==> src/rtl/tape_ctrl.sv <==
// One-cell write-back cache between a tape-machine datapath and tape memory.
// The head cell is held locally; a head move triggers write-back (if dirty) then fetch.
module tape_ctrl #(
    parameter int unsigned ADDR_W = 8,
    parameter int unsigned DATA_W = 8
) (
    input  logic              clk,
    input  logic              reset,
    input  logic [ADDR_W-1:0] head_ptr,
    input  logic              cell_write,
    input  logic [DATA_W-1:0] cell_wdata,
    output logic [DATA_W-1:0] cell_data,
    output logic              stall,
    output logic              mem_req,
    output logic              mem_we,
    output logic [ADDR_W-1:0] mem_addr,
    output logic [DATA_W-1:0] mem_wdata,
    input  logic [DATA_W-1:0] mem_rdata,
    input  logic              mem_ack
);

    typedef enum logic [1:0] {
        ST_VALID = 2'd0,
        ST_WB    = 2'd1,
        ST_FETCH = 2'd2
    } state_t;

    state_t            state;
    state_t            state_next;
    logic [ADDR_W-1:0] cached_addr;
    logic [ADDR_W-1:0] cached_addr_next;
    logic [ADDR_W-1:0] fetch_addr;
    logic [ADDR_W-1:0] fetch_addr_next;
    logic [DATA_W-1:0] cell_data_next;
    logic              dirty;
    logic              dirty_next;
    logic              miss;

    // State and cache registers; reset restarts with a fetch of cell 0.
    always_ff @(posedge clk) begin
        if (reset) begin
            state       <= ST_FETCH;
            fetch_addr  <= '0;
            cached_addr <= '0;
            cell_data   <= '0;
            dirty       <= 1'b0;
        end else begin
            state       <= state_next;
            fetch_addr  <= fetch_addr_next;
            cached_addr <= cached_addr_next;
            cell_data   <= cell_data_next;
            dirty       <= dirty_next;
        end
    end

    // Next-state, cache update and memory request decode.
    always_comb begin
        state_next       = state;
        fetch_addr_next  = fetch_addr;
        cached_addr_next = cached_addr;
        cell_data_next   = cell_data;
        dirty_next       = dirty;
        mem_req          = 1'b0;
        mem_we           = 1'b0;
        mem_addr         = cached_addr;
        mem_wdata        = cell_data;
        miss             = (state == ST_VALID) && (head_ptr != cached_addr);

        unique case (state)
            ST_VALID: begin
                if (miss) begin
                    // A write racing a miss is dropped; the pointer is already elsewhere.
                    fetch_addr_next = head_ptr;
                    state_next      = dirty ? ST_WB : ST_FETCH;
                end else if (cell_write) begin
                    cell_data_next = cell_wdata;
                    dirty_next     = 1'b1;
                end
            end
            ST_WB: begin
                mem_req   = 1'b1;
                mem_we    = 1'b1;
                mem_addr  = cached_addr;
                mem_wdata = cell_data;
                if (mem_ack) begin
                    dirty_next = 1'b0;
                    state_next = ST_FETCH;
                end
            end
            ST_FETCH: begin
                mem_req  = 1'b1;
                mem_addr = fetch_addr;
                if (mem_ack) begin
                    cell_data_next   = mem_rdata;
                    cached_addr_next = fetch_addr;
                    state_next       = ST_VALID;
                end
            end
            default: begin
                state_next = ST_FETCH;
            end
        endcase

        stall = (state != ST_VALID) || miss;
    end

endmodule
==> config.mk <==
export PLATFORM = sky130hd
export DESIGN_NAME = tape_ctrl
export DESIGN_NICKNAME = d
export VERILOG_FILES = /design/src/rtl/tape_ctrl.sv
export SDC_FILE = /design/constraint.sdc
export NUM_CORES = 1
export LEC_CHECK = 0
export CORE_ASPECT_RATIO = 0.5
export CORE_MARGIN = 4
export CORE_UTILIZATION = 39
export DETAILED_ROUTE_END_ITERATION = 16
export GPL_ROUTABILITY_DRIVEN = 1
export MAX_ROUTING_LAYER = met4
export PLACE_DENSITY = 0.87
export SYNTH_ARGS = -nofsm -noshare
export SYNTH_HDL_FRONTEND = slang
export SYNTH_SLANG_ARGS = --single-unit
==> constraint.sdc <==
create_clock -name clk -period 1.7 [get_ports clk]
set_clock_uncertainty 0.2 [all_clocks]
set_input_delay 0.34 -clock clk [delete_from_list [all_inputs] [get_ports clk]]
set_output_delay 0.34 -clock clk [all_outputs]
set_load 0.1 [all_outputs]
* Word level (Yosys, flattened, before mapping)
Cells that the tools add are included.
** Operators by class
- Equality and inequality tests :: 8
- Muxes and demuxes :: 16
- Reduce and logical (&&, ||, !) cells :: 12
** Operators with widths (number)
- 2-to-1 mux 8 bit :: 4
- one-hot mux 8 bit (2 select lines) :: 1
- inequality test 2 bit (second input constant) :: 5
- 2-to-1 mux 2 bit :: 4
- inequality test 8 bit :: 1
- AND reduction 4 bit :: 2
- one-hot mux 2 bit (3 select lines) :: 1
- nonzero test 2 bit :: 3
- 2-to-1 mux 1 bit :: 5
- AND reduction 2 bit :: 2
- AND reduction 3 bit :: 1
- == test 2 x 1 -> 1 bit (second input constant) :: 1
- == test 2 bit (second input constant) :: 1
- zero test 2 bit :: 1
- one-hot mux 1 bit (2 select lines) :: 1
- OR reduction 2 bit :: 1
- logical AND 1 bit :: 1
- logical OR 1 bit :: 1
** Word-level totals
- Register bits :: 27
- Bits of input ports :: 28
- Output and inout bits :: 27
- Logic and storage cells :: 41

* Logic depth before layout (Yosys ltp)
Gate-level depths: netlist of run 1.
- Word-level depth :: 4
- Depth in mapped cells :: 9
- Gate-level depth less buffers :: 7

* Worst setup path before layout of run 1
No wires, ideal clock.
- Kind :: register -> output
- From :: register state[0]
- To :: output mem_addr[0]
- Arrival time :: 1592 ps
- Data required time :: 1160 ps
- Setup slack :: -432 ps
- Cell stages (with the launch flop) :: 6
- Path buffers :: 2
- Cell sequence :: dfxtp_1 inv_1 ha_1 buf_2 buf_2 mux2_2
** Between the ends
- Word-level cells in the longest chain between the ends :: 2
** Ends and longest elaborated chain
- start, declared :: RTL line 28 : state_t state;
- start signal, assigned :: RTL line 48 : state <= state_next;
- == test 2 bit :: RTL line 69 : unique case (state)
- 2-to-1 mux 8 bit :: RTL line 69
- end, declared :: RTL line 16 : output logic [ADDR_W-1:0] mem_addr,
Every way passes these cells.

* Final worst setup path of run 1
- From :: register cached_addr[1]
- To :: output stall
** Between the ends
- Word-level cells in the longest chain between the ends :: 3
** Ends and longest elaborated chain
- start, declared :: RTL line 30 : logic [ADDR_W-1:0] cached_addr;
- start signal, assigned :: RTL line 50 : cached_addr <= cached_addr_next;
- inequality test 8 bit :: RTL line 67 : miss = (state == ST_VALID) && (head_ptr != cached_addr);
- logical AND 1 bit :: RTL line 67
- logical OR 1 bit :: RTL line 104 : stall = (state != ST_VALID) || miss;
- end, declared :: RTL line 13 : output logic stall,
Every way passes these cells.

==> run metrics, run 1 <==
Hold Path Class reg2reg; Synth Area in Compound Gates 13.5%; Max Fclk 476 MHz; CTS tree built; status finished, violations left; Final min period 2100 ps; Syn Area/Cell 9.40 um^2; Die Y 51.4 um; total number of vias 1572; Die Width 94.7 um; post-synthesis mux area share 17.1%; R2R Setup Slk -270 ps; crit-path max cell delay 350 ps; total chip power 2670 uW; Clk Latency, worst-skew pair 280 ps; remaining global-route overflow 0; main combinational cell family by area after synthesis multiplexers; Lkg Pwr 0.00122 uW; synthesized cell area 0.00147 mm^2; post-DP HPWL 3.34 mm; routed length per placed instance 21.5 um; fin crit share 124%; CTS root buf clkbuf_8; cell family with most CP delay simple AND/OR/NAND/NOR gates; violated checks setup timing; Final GP Congestion 0.755; Worst Path Buf+Inv 2; Post-Syn Nets 187; pins over their slew limit 0; Crit Reg-Reg Startpoint cached_addr[1]$_SDFFE_PP0P_; commonest cells after routing, fill and taps aside buf_12 (28), nand2_1 (21), clkdlybuf4s50_1 (19), buf_4 (19), buf_6 (18); post-route ant nets 0; DRT Pass-1 Iters 6; cts hold-fix bufs 0; # IOs 55; Die Area 0.00486 mm^2; CP Capture Type output port; Sink Count 27; Yosys reg bits 27; CP Launch Type flop; layout cells sized above 1 57.6%; Reg2Reg Capture Point cell_data[2]$_SDFFE_PP0P_; largest net degree at the start of global routing 28; GRT Total Usage 24.8%; starting density of the core 41.6%; Synth Area in Simple Gates 15.0%; CP required 1160 ps; crit-path cells xnor2_2, nand4_2, buf_6, nor2_4, nand2_4, buf_12; Synth cell types 32; hold path cells 2; CTS clock-pin slew for the worst setup and hold paths 100 ps; adder-cell area share of the yosys netlist 2.56%; vias in the first global route 1610; 1st-iter DRT viols 77; critical path arrival 1560 ps; final hold vios 0; max cap viols 0; max_slew headroom 80.9%; Num CTS Buffers 3; Max VDD drop 0.669 mV; R2R cell count 7; total wire length 6.19 mm; Nets 268; synth warn 0; Via-to-Cell Ratio 5.46; Crit Path Class reg2out; Hold Path Sink cached_addr[6]$_SDFFE_PP0P_; row count 15; RSZ-0062 raised after global routing yes; first-pass GRT wire length 8.69 mm; pwr/cell area 919 mW/mm^2; Mapped Cells 156; drt drc 0; slowest CP cell dfxtp_2; initial antenna violation count 1; xor-xnor portion of the synthesized cell area 6.83%; most common cell after layout, fill and taps aside buf_12; Worst Min Path Start fetch_addr[6]$_SDFFE_PP0P_; sequential element share of the synthesized area 36.9%; # H-tree levels 1; crit-path max FO 2; final core occ 82.3%; # port buffers 54; Placeable Area 0.00353 mm^2; setup violators final 30; synthesis-to-finish area growth 98.0%; clk buf depth 2; worst slew pin tran 286 ps; Final WS setup -400 ps
## worst max-delay path by stage
| stage | start | to | slack (ps) | cells after the start |
|---|---|---|---|---|
| 6_report | cached_addr[1]$_SDFFE_PP0P_ | stall | -400 | 6 |
| 3_5_place_dp | head_ptr[1] | cell_data[7]$_SDFFE_PP0P_ | -620 | 7 |
| 5_1_grt | cached_addr[1]$_SDFFE_PP0P_ | stall | -420 | 6 |
| 4_1_cts | state[0]$_SDFFE_PP0P_ | mem_addr[7] | -330 | 5 |
| 3_3_place_gp | head_ptr[0] | stall | -500 | 6 |
| 2_1_floorplan | head_ptr[7] | stall | -220 | 4 |
## cell type report
cell class / count / area [um^2]
inverter: 4 / 15.0
multi-input combinational: 109 / 1050
tap: 51 / 63.8
timing repair buffer: 92 / 1170
clock inverter: 1 / 7.51
antenna: 1 / 2.50
fill: 162 / 624
clock buffer: 3 / 41.3
sequential: 27 / 561
## power by group
group	internal, uW	switching [uW]
Combinational	623	887
Clock	167	214
Sequential	693	84.3
Total	1480	1190
## worst reg2reg max path, cell delays in order (launching register included)
cell,delay (ps)
dfxtp_2,350
xnor2_2,220
nand4_2,190
buf_6,170
o32ai_4,330
buf_6,180
nor2_2,40
a211oi_2,200
## cells by family (layout without fill, tap and decap cells)
| kind of cell | count (synthesis) | after routing |
|---|---|---|
| compound gates | 26 | 26 |
| xor+xnor | 8 | 8 |
| fa+ha+maj | 3 | 3 |
| buf+inv | 20 | 100 |
| flops | 27 | 27 |
| mux | 24 | 24 |
| other cells | 0 | 1 |
| simple gates | 48 | 48 |
## layer usage
metal	GRT usage, %	vias up	share of wire [%]
met5	-	-	0
met4	11.5	0	6.5
met1	28.4	747	38
met3	4.12	40	6.3
li1	-	688	-
met2	42.9	97	49
## sequential cells by signal, summed over array words and instances (netlist names)
register / flops
cell_data: 8
dirty: 1
state: 2
cached_addr: 8
fetch_addr: 8
## Yosys cell counts (all sizes together)
cell	count	area share [%]
a211oi	8	4.8
ha	3	2.6
a21oi	9	3.1
o32ai	1	1.9
xnor2	8	6.8
a31oi	2	0.85
nand4	2	2.3
mux2	8	6.1
a21o	1	0.51
and2	1	0.43
nand4b	1	0.60
nand2	22	5.6
nand3	1	0.34
inv	4	1.0
clkbuf	2	0.51
a211o	1	0.60
nor2b	1	0.43
o211ai	1	0.51
or3	1	0.43
o21ai	3	1.3
dfxtp	27	37
buf	14	6.7
mux2i	16	11
nor2	19	4.9
## what timing repair did
action	4_1_cts	5_1_grt
gates resized for setup	39	20
gates cloned	1	0
pin swaps	22	14
endpoints found under the setup margin	29	30
buffers inserted	10	6
## through the flow
step	cells	hold WS, ps	TNS, ps	setup WS (ps)	instance area (um^2)
global route	288	333	-8600	-416	2900
global placement	268	250	-9060	-500	2560
floorplan	156	244	-2400	-224	1620
detailed placement	268	265	-11030	-619	2560
finish	288	324	-7630	-400	2900
CTS	283	271	-5360	-333	2820
Power figures use the tool's default switching activity.
==> inputs of run 2 (changes only) <==
--- a/config.mk
+++ b/config.mk
@@ -7,11 +7,11 @@
 export LEC_CHECK = 0
 export CORE_ASPECT_RATIO = 0.5
 export CORE_MARGIN = 4
-export CORE_UTILIZATION = 39
+export CORE_UTILIZATION = 25
 export DETAILED_ROUTE_END_ITERATION = 16
 export GPL_ROUTABILITY_DRIVEN = 1
 export MAX_ROUTING_LAYER = met4
-export PLACE_DENSITY = 0.87
+export PLACE_DENSITY = 0.64
 export SYNTH_ARGS = -nofsm -noshare
 export SYNTH_HDL_FRONTEND = slang
 export SYNTH_SLANG_ARGS = --single-unit
==> run metrics, run 2 (synthesis results as in run 1) <==
status finished, violations left; violated checks setup timing; CP required 1160 ps; initial antenna violation count 0; Worst Min Path Start head_ptr[2]; Sink Count 27; cell family with most CP delay buffers and inverters; CP Capture Type output port; Crit Reg-Reg Startpoint state[0]$_SDFFE_PP0P_; CTS clock-pin slew for the worst setup and hold paths 70 ps; commonest cells after routing, fill and taps aside buf_12 (30), nand2_1 (21), clkdlybuf4s50_1 (19), buf_4 (19), mux2i_1 (16); GRT Total Usage 13.0%; CP Launch Type flop; biggest regs cached_addr (8), cell_data (8), fetch_addr (8); 1st-iter DRT viols 54; pins over their slew limit 0; fill cell count 444; routed length per placed instance 14.3 um; Max Fclk 499 MHz; row count 19; crit-path max FO 7; max cap viols 0; Die Area 0.00723 mm^2; hold path cells 3; clock network power share 19.6%; final core occ 52.9%; Nets 268; Max VDD drop 0.443 mV; post-DP HPWL 3.16 mm; critical path arrival 1470 ps; first-pass GRT wire length 7.36 mm; setup TNS -4920 ps; FF/Latch Area 558 um^2; CTS tree built; Hold Path Sink fetch_addr[2]$_SDFFE_PP0P_; synthesis-to-finish area growth 102%; remaining global-route overflow 0; drt drc 0; total number of vias 1401; slowest CP cell dfxtp_2; Final WS setup -305 ps; Int Power 1660 uW; R2R Setup Slk -180 ps; logic gate share of total power 52.9%; setup violators final 29; fin crit share 118%; Worst Path Buf+Inv 3; max_slew headroom 81.7%; Finished Layout Cells 309; Num CTS Buffers 3; # H-tree levels 1; Via-to-Cell Ratio 4.53; total wire length 4.40 mm; Placeable Area 0.00559 mm^2; largest net degree at the start of global routing 28; crit-path cells inv_4, ha_4, buf_12, mux2_4, buf_12; Hold Path Class in2reg; layout cells sized above 1 55.9%; DRT Pass-1 Iters 4; pwr/cell area 951 mW/mm^2; Final min period 2010 ps; # port buffers 54; worst slew pin tran 274 ps; final hold vios 0; Multi-input gate area 0.00102 mm^2; Die Width 116 um; R2R cell count 9; Reg power frac 27.5%; most common cell after layout, fill and taps aside buf_12; starting density of the core 26.2%; Lkg Pwr 0.00124 uW; post-route ant nets 0; # IOs 55; # diodes 0; Crit Path Class reg2out; cell mode on critical path buf_12; CTS root buf clkbuf_16; Final GP Congestion 0.787; vias in the first global route 1483; dpl cells 292; switch share 41.0%; RSZ-0062 raised after global routing yes; Clk Latency, worst-skew pair 260 ps; Reg2Reg Capture Point cell_data[2]$_SDFFE_PP0P_; Switch Pwr 1150 uW; total chip power 2810 uW; Die Y 62.2 um; clk buf depth 2; crit-path max cell delay 350 ps
## run 2: cell count changes in the layout (fill, tap and decap cells not counted), moves of 3 or more
cell / delta
clkbuf_8: -3
clkbuf_16: +3
mux2i_1: +4
mux2i_2: -4
buf_6: -3
nor2_4: +3
nor2_1: -4
## run 2: tightest hold or removal path: stages
cell and delay (ps):
clkbuf_2 120, mux2i_1 80, nor2_1 90
## run 2: final cells by class
| type | count | share of cell area [%] |
|---|---|---|
| clock inverters | 1 | 0.254 |
| well taps | 73 | 3.09 |
| clock buffers | 3 | 2.54 |
| multi-input cells | 109 | 34.6 |
| inverters | 4 | 0.592 |
| flip-flops and latches | 27 | 18.9 |
| repair buffers | 92 | 40.1 |
## run 2: layer usage
layer	part of all wire (%)	global-route usage, %
met5	0	-
met4	0.70	1.74
met3	2.8	2.23
met2	55	24.1
met1	41	14.8
## run 2: how the worst max path moves through the flow
stage                                startpoint                         to  slack (ps)  cells past startpoint
after CTS                 state[0]$_SDFFE_PP0P_                mem_addr[5]        -300                      5
after detailed placement            head_ptr[7]  cell_data[1]$_SDFFE_PP0P_        -580                      7
after global routing      state[0]$_SDFFE_PP0P_                mem_addr[5]        -340                      5
after floorplan                     head_ptr[7]                      stall        -220                      4
after global placement              head_ptr[4]                      stall        -520                      6
final                     state[0]$_SDFFE_PP0P_                mem_addr[5]        -310                      5
## run 2: what timing repair did
action | 4_1_cts | 5_1_grt
cloned | 1 | 0
resized for setup | 45 | 14
endpoints found under the hold margin | 0 | 0
buffers inserted | 14 | 1
hold buffers | 0 | 0
endpoints found under the setup margin | 29 | 29
pin swaps | 26 | 17
## run 2: stage by stage
step	cell area (um^2)	setup slack [ps]	hold slack [ps]
after detailed placement	2610	-581	262
final	2960	-305	199
after global placement	2610	-522	252
after global routing	2960	-339	253
after CTS	2970	-299	264
after floorplan	1620	-224	244
## run 2: power by group through the flow
stage	clock, uW	sequential (uW)	combinational, uW
after global routing	583	785	1540
after floorplan	0	924	740
after CTS	566	773	1510
after global placement	0	775	1360
final	551	774	1490
after detailed placement	0	778	1370
==> RTL change: new RTL, config.mk and constraints of run 2 <==
Encoding of `state_t`: now one-hot (3 bits for 3 states).
--- a/src/rtl/tape_ctrl.sv
+++ b/src/rtl/tape_ctrl.sv
@@ -19,10 +19,10 @@
     input  logic              mem_ack
 );
 
-    typedef enum logic [1:0] {
-        ST_VALID = 2'd0,
-        ST_WB    = 2'd1,
-        ST_FETCH = 2'd2
+    typedef enum logic [2:0] {
+        ST_VALID = 3'b001,
+        ST_WB    = 3'b010,
+        ST_FETCH = 3'b100
     } state_t;
 
     state_t            state;
Check against the original RTL: no difference found for any inputs over 10 cycles, from zero or initial values and one cycle with reset high; not proved beyond that.
==> RTL change against run 2 <==
The run still ends with negative setup slack left; design area rose by 5.0%; core utilization grew 1.9 points; sequential cell count rose by 1; total power down 15%; clock power rose by 29%; critical path depth fell by 1; count of clock-buffer cells in the layout unchanged; wire length up 19%; setup slack lost 0.071 ns; sequential power shrank 3.9%; non-clock buffer count increased by 5; area after synthesis up 3.2%; critical endpoint is now mem_addr[1]; largest cell class unchanged; highest routed layer unchanged.
==> RTL change: results (changes against run 2) <==
metric	value	unit	change
grt_max_degree	17		was 28
signal_buffers	97		was 92
clock_area_share	3.38	%	was 2.79%
first_iter_violations	86		was 54
yosys-top-cells-area	dfxtp_1 (37%), nand2_1 (9.9%), a21oi_1 (6.0%), mux2i_1 (6.0%), mux2_2 (6.0%)		was dfxtp_1 (37%), mux2i_1 (11%), mux2_2 (6.1%), nand2_1 (5.6%), nor2_1 (4.9%)
yosysSeqAreaShare	37.0	%	was 36.9%
p_int	1.56	mW	was 1.66 mW
power_leakage	1.32	nW	was 1.24 nW
multi_input_area_share	35.9	%	was 34.6%
relSlewSlack	76.4	%	was 81.7%
inv_count	3		was 4
area_share_nonclk_buffers	38.5	%	was 40.1%
first_global_vias	1686		was 1,483
status	complete, but fails checks		unchanged
synthArstFlopShare	0	%	unchanged
grt_usage	13.9	%	was 13.0%
fin_ws	-0.376	ns	was -0.305 ns
num-multi-input-gates	124		was 109
seq_cell_count	28		was 27
final_util	54.9	%	was 52.9%
ir_worst_vdd	0.466	mV	was 0.443 mV
place.gp.congestion	0.795		was 0.787
gr-total-overflow	0		unchanged
setup_viol	37		was 29
vias	1601		was 1,401
final_nets	285		was 268
placedInstanceArea	2670	um^2	was 2610 um^2
setup_tns	-6.56	ns	was -4.92 ns
cp.arrival	1.54	ns	was 1.47 ns
final-seq-area	587	um^2	was 558 um^2
netlist_instances	173		was 156
place_hpwl	3490	um	was 3160 um
fillers	449		was 444
yosys.cell_types.count	29		was 32
cp_max_fo	9		was 7
violations	negative setup slack		unchanged
pre_cts_ws	-0.641	ns	was -0.581 ns
synthTopCellsByCount	nand2_1 (40), dfxtp_1 (28), a21oi_1 (18)		was dfxtp_1 (27), nand2_1 (22), nor2_1 (19)
syn-num-nets	201		was 187
drive_gt1_share	53.9	%	was 55.9%
## RTL change: cell count changes in the layout (fill, tap and decap cells not counted), moves of 8 or more
cell,delta
nand2_1,+11
a211oi_2,-8
nand2_4,+8
buf_4,+9
## RTL change: power by group through the flow
stage | Sequential [mW] | Clock [mW] | Combinational (mW)
final | 0.744 | 0.713 | 0.945
after global routing | 0.749 | 0.749 | 0.981
after CTS | 0.743 | 0.725 | 0.916
after detailed placement | 0.756 | 0 | 0.880
after global placement | 0.754 | 0 | 0.876
after floorplan | 0.880 | 0 | 0.393
## RTL change: path summary, 6_finish.rpt
kind	start	end	slack [ns]	cells after the start
setup / recovery	state[1]	mem_addr[1]	-0.38	4
hold / removal	head_ptr[0]	fetch_addr[0]	0.16	3
setup reg to reg	cached_addr[3]	cell_data[4]	-0.22	7
hold reg to reg	fetch_addr[6]	cached_addr[6]	0.30	2
## RTL change: kinds of logic after synthesis
| logic type | Yosys count | share of synthesized area (%) |
|---|---|---|
| compound gates | 32 | 14.7 |
| xor+xnor | 8 | 4.63 |
| buf+inv | 21 | 7.77 |
| flops | 28 | 37.0 |
| mux | 17 | 11.9 |
| simple gates | 67 | 24.0 |
## RTL change: repair_timing
item | CTS | global route
endpoints found under the setup margin | 33 | 38
resized for setup | 40 | 38
cloned | 1 | 0
setup buffers | 8 | 4
pin swaps | 9 | 21
## RTL change: per-layer routing
metal | wire, um | vias to the layer above | GRT usage (%)
met5 | 0 | - | -
met4 | 82 | 0 | 3.65
met3 | 224 | 8 | 2.53
met2 | 2690 | 50 | 25.2
met1 | 2240 | 784 | 16.0
li1 | - | 759 | -
## RTL change: critical path: stages (launching register included)
cell and delay [ns]:
dfxtp_2 0.34, nor3b_4 0.25, buf_12 0.18, mux2_4 0.32
buf_12 0.17
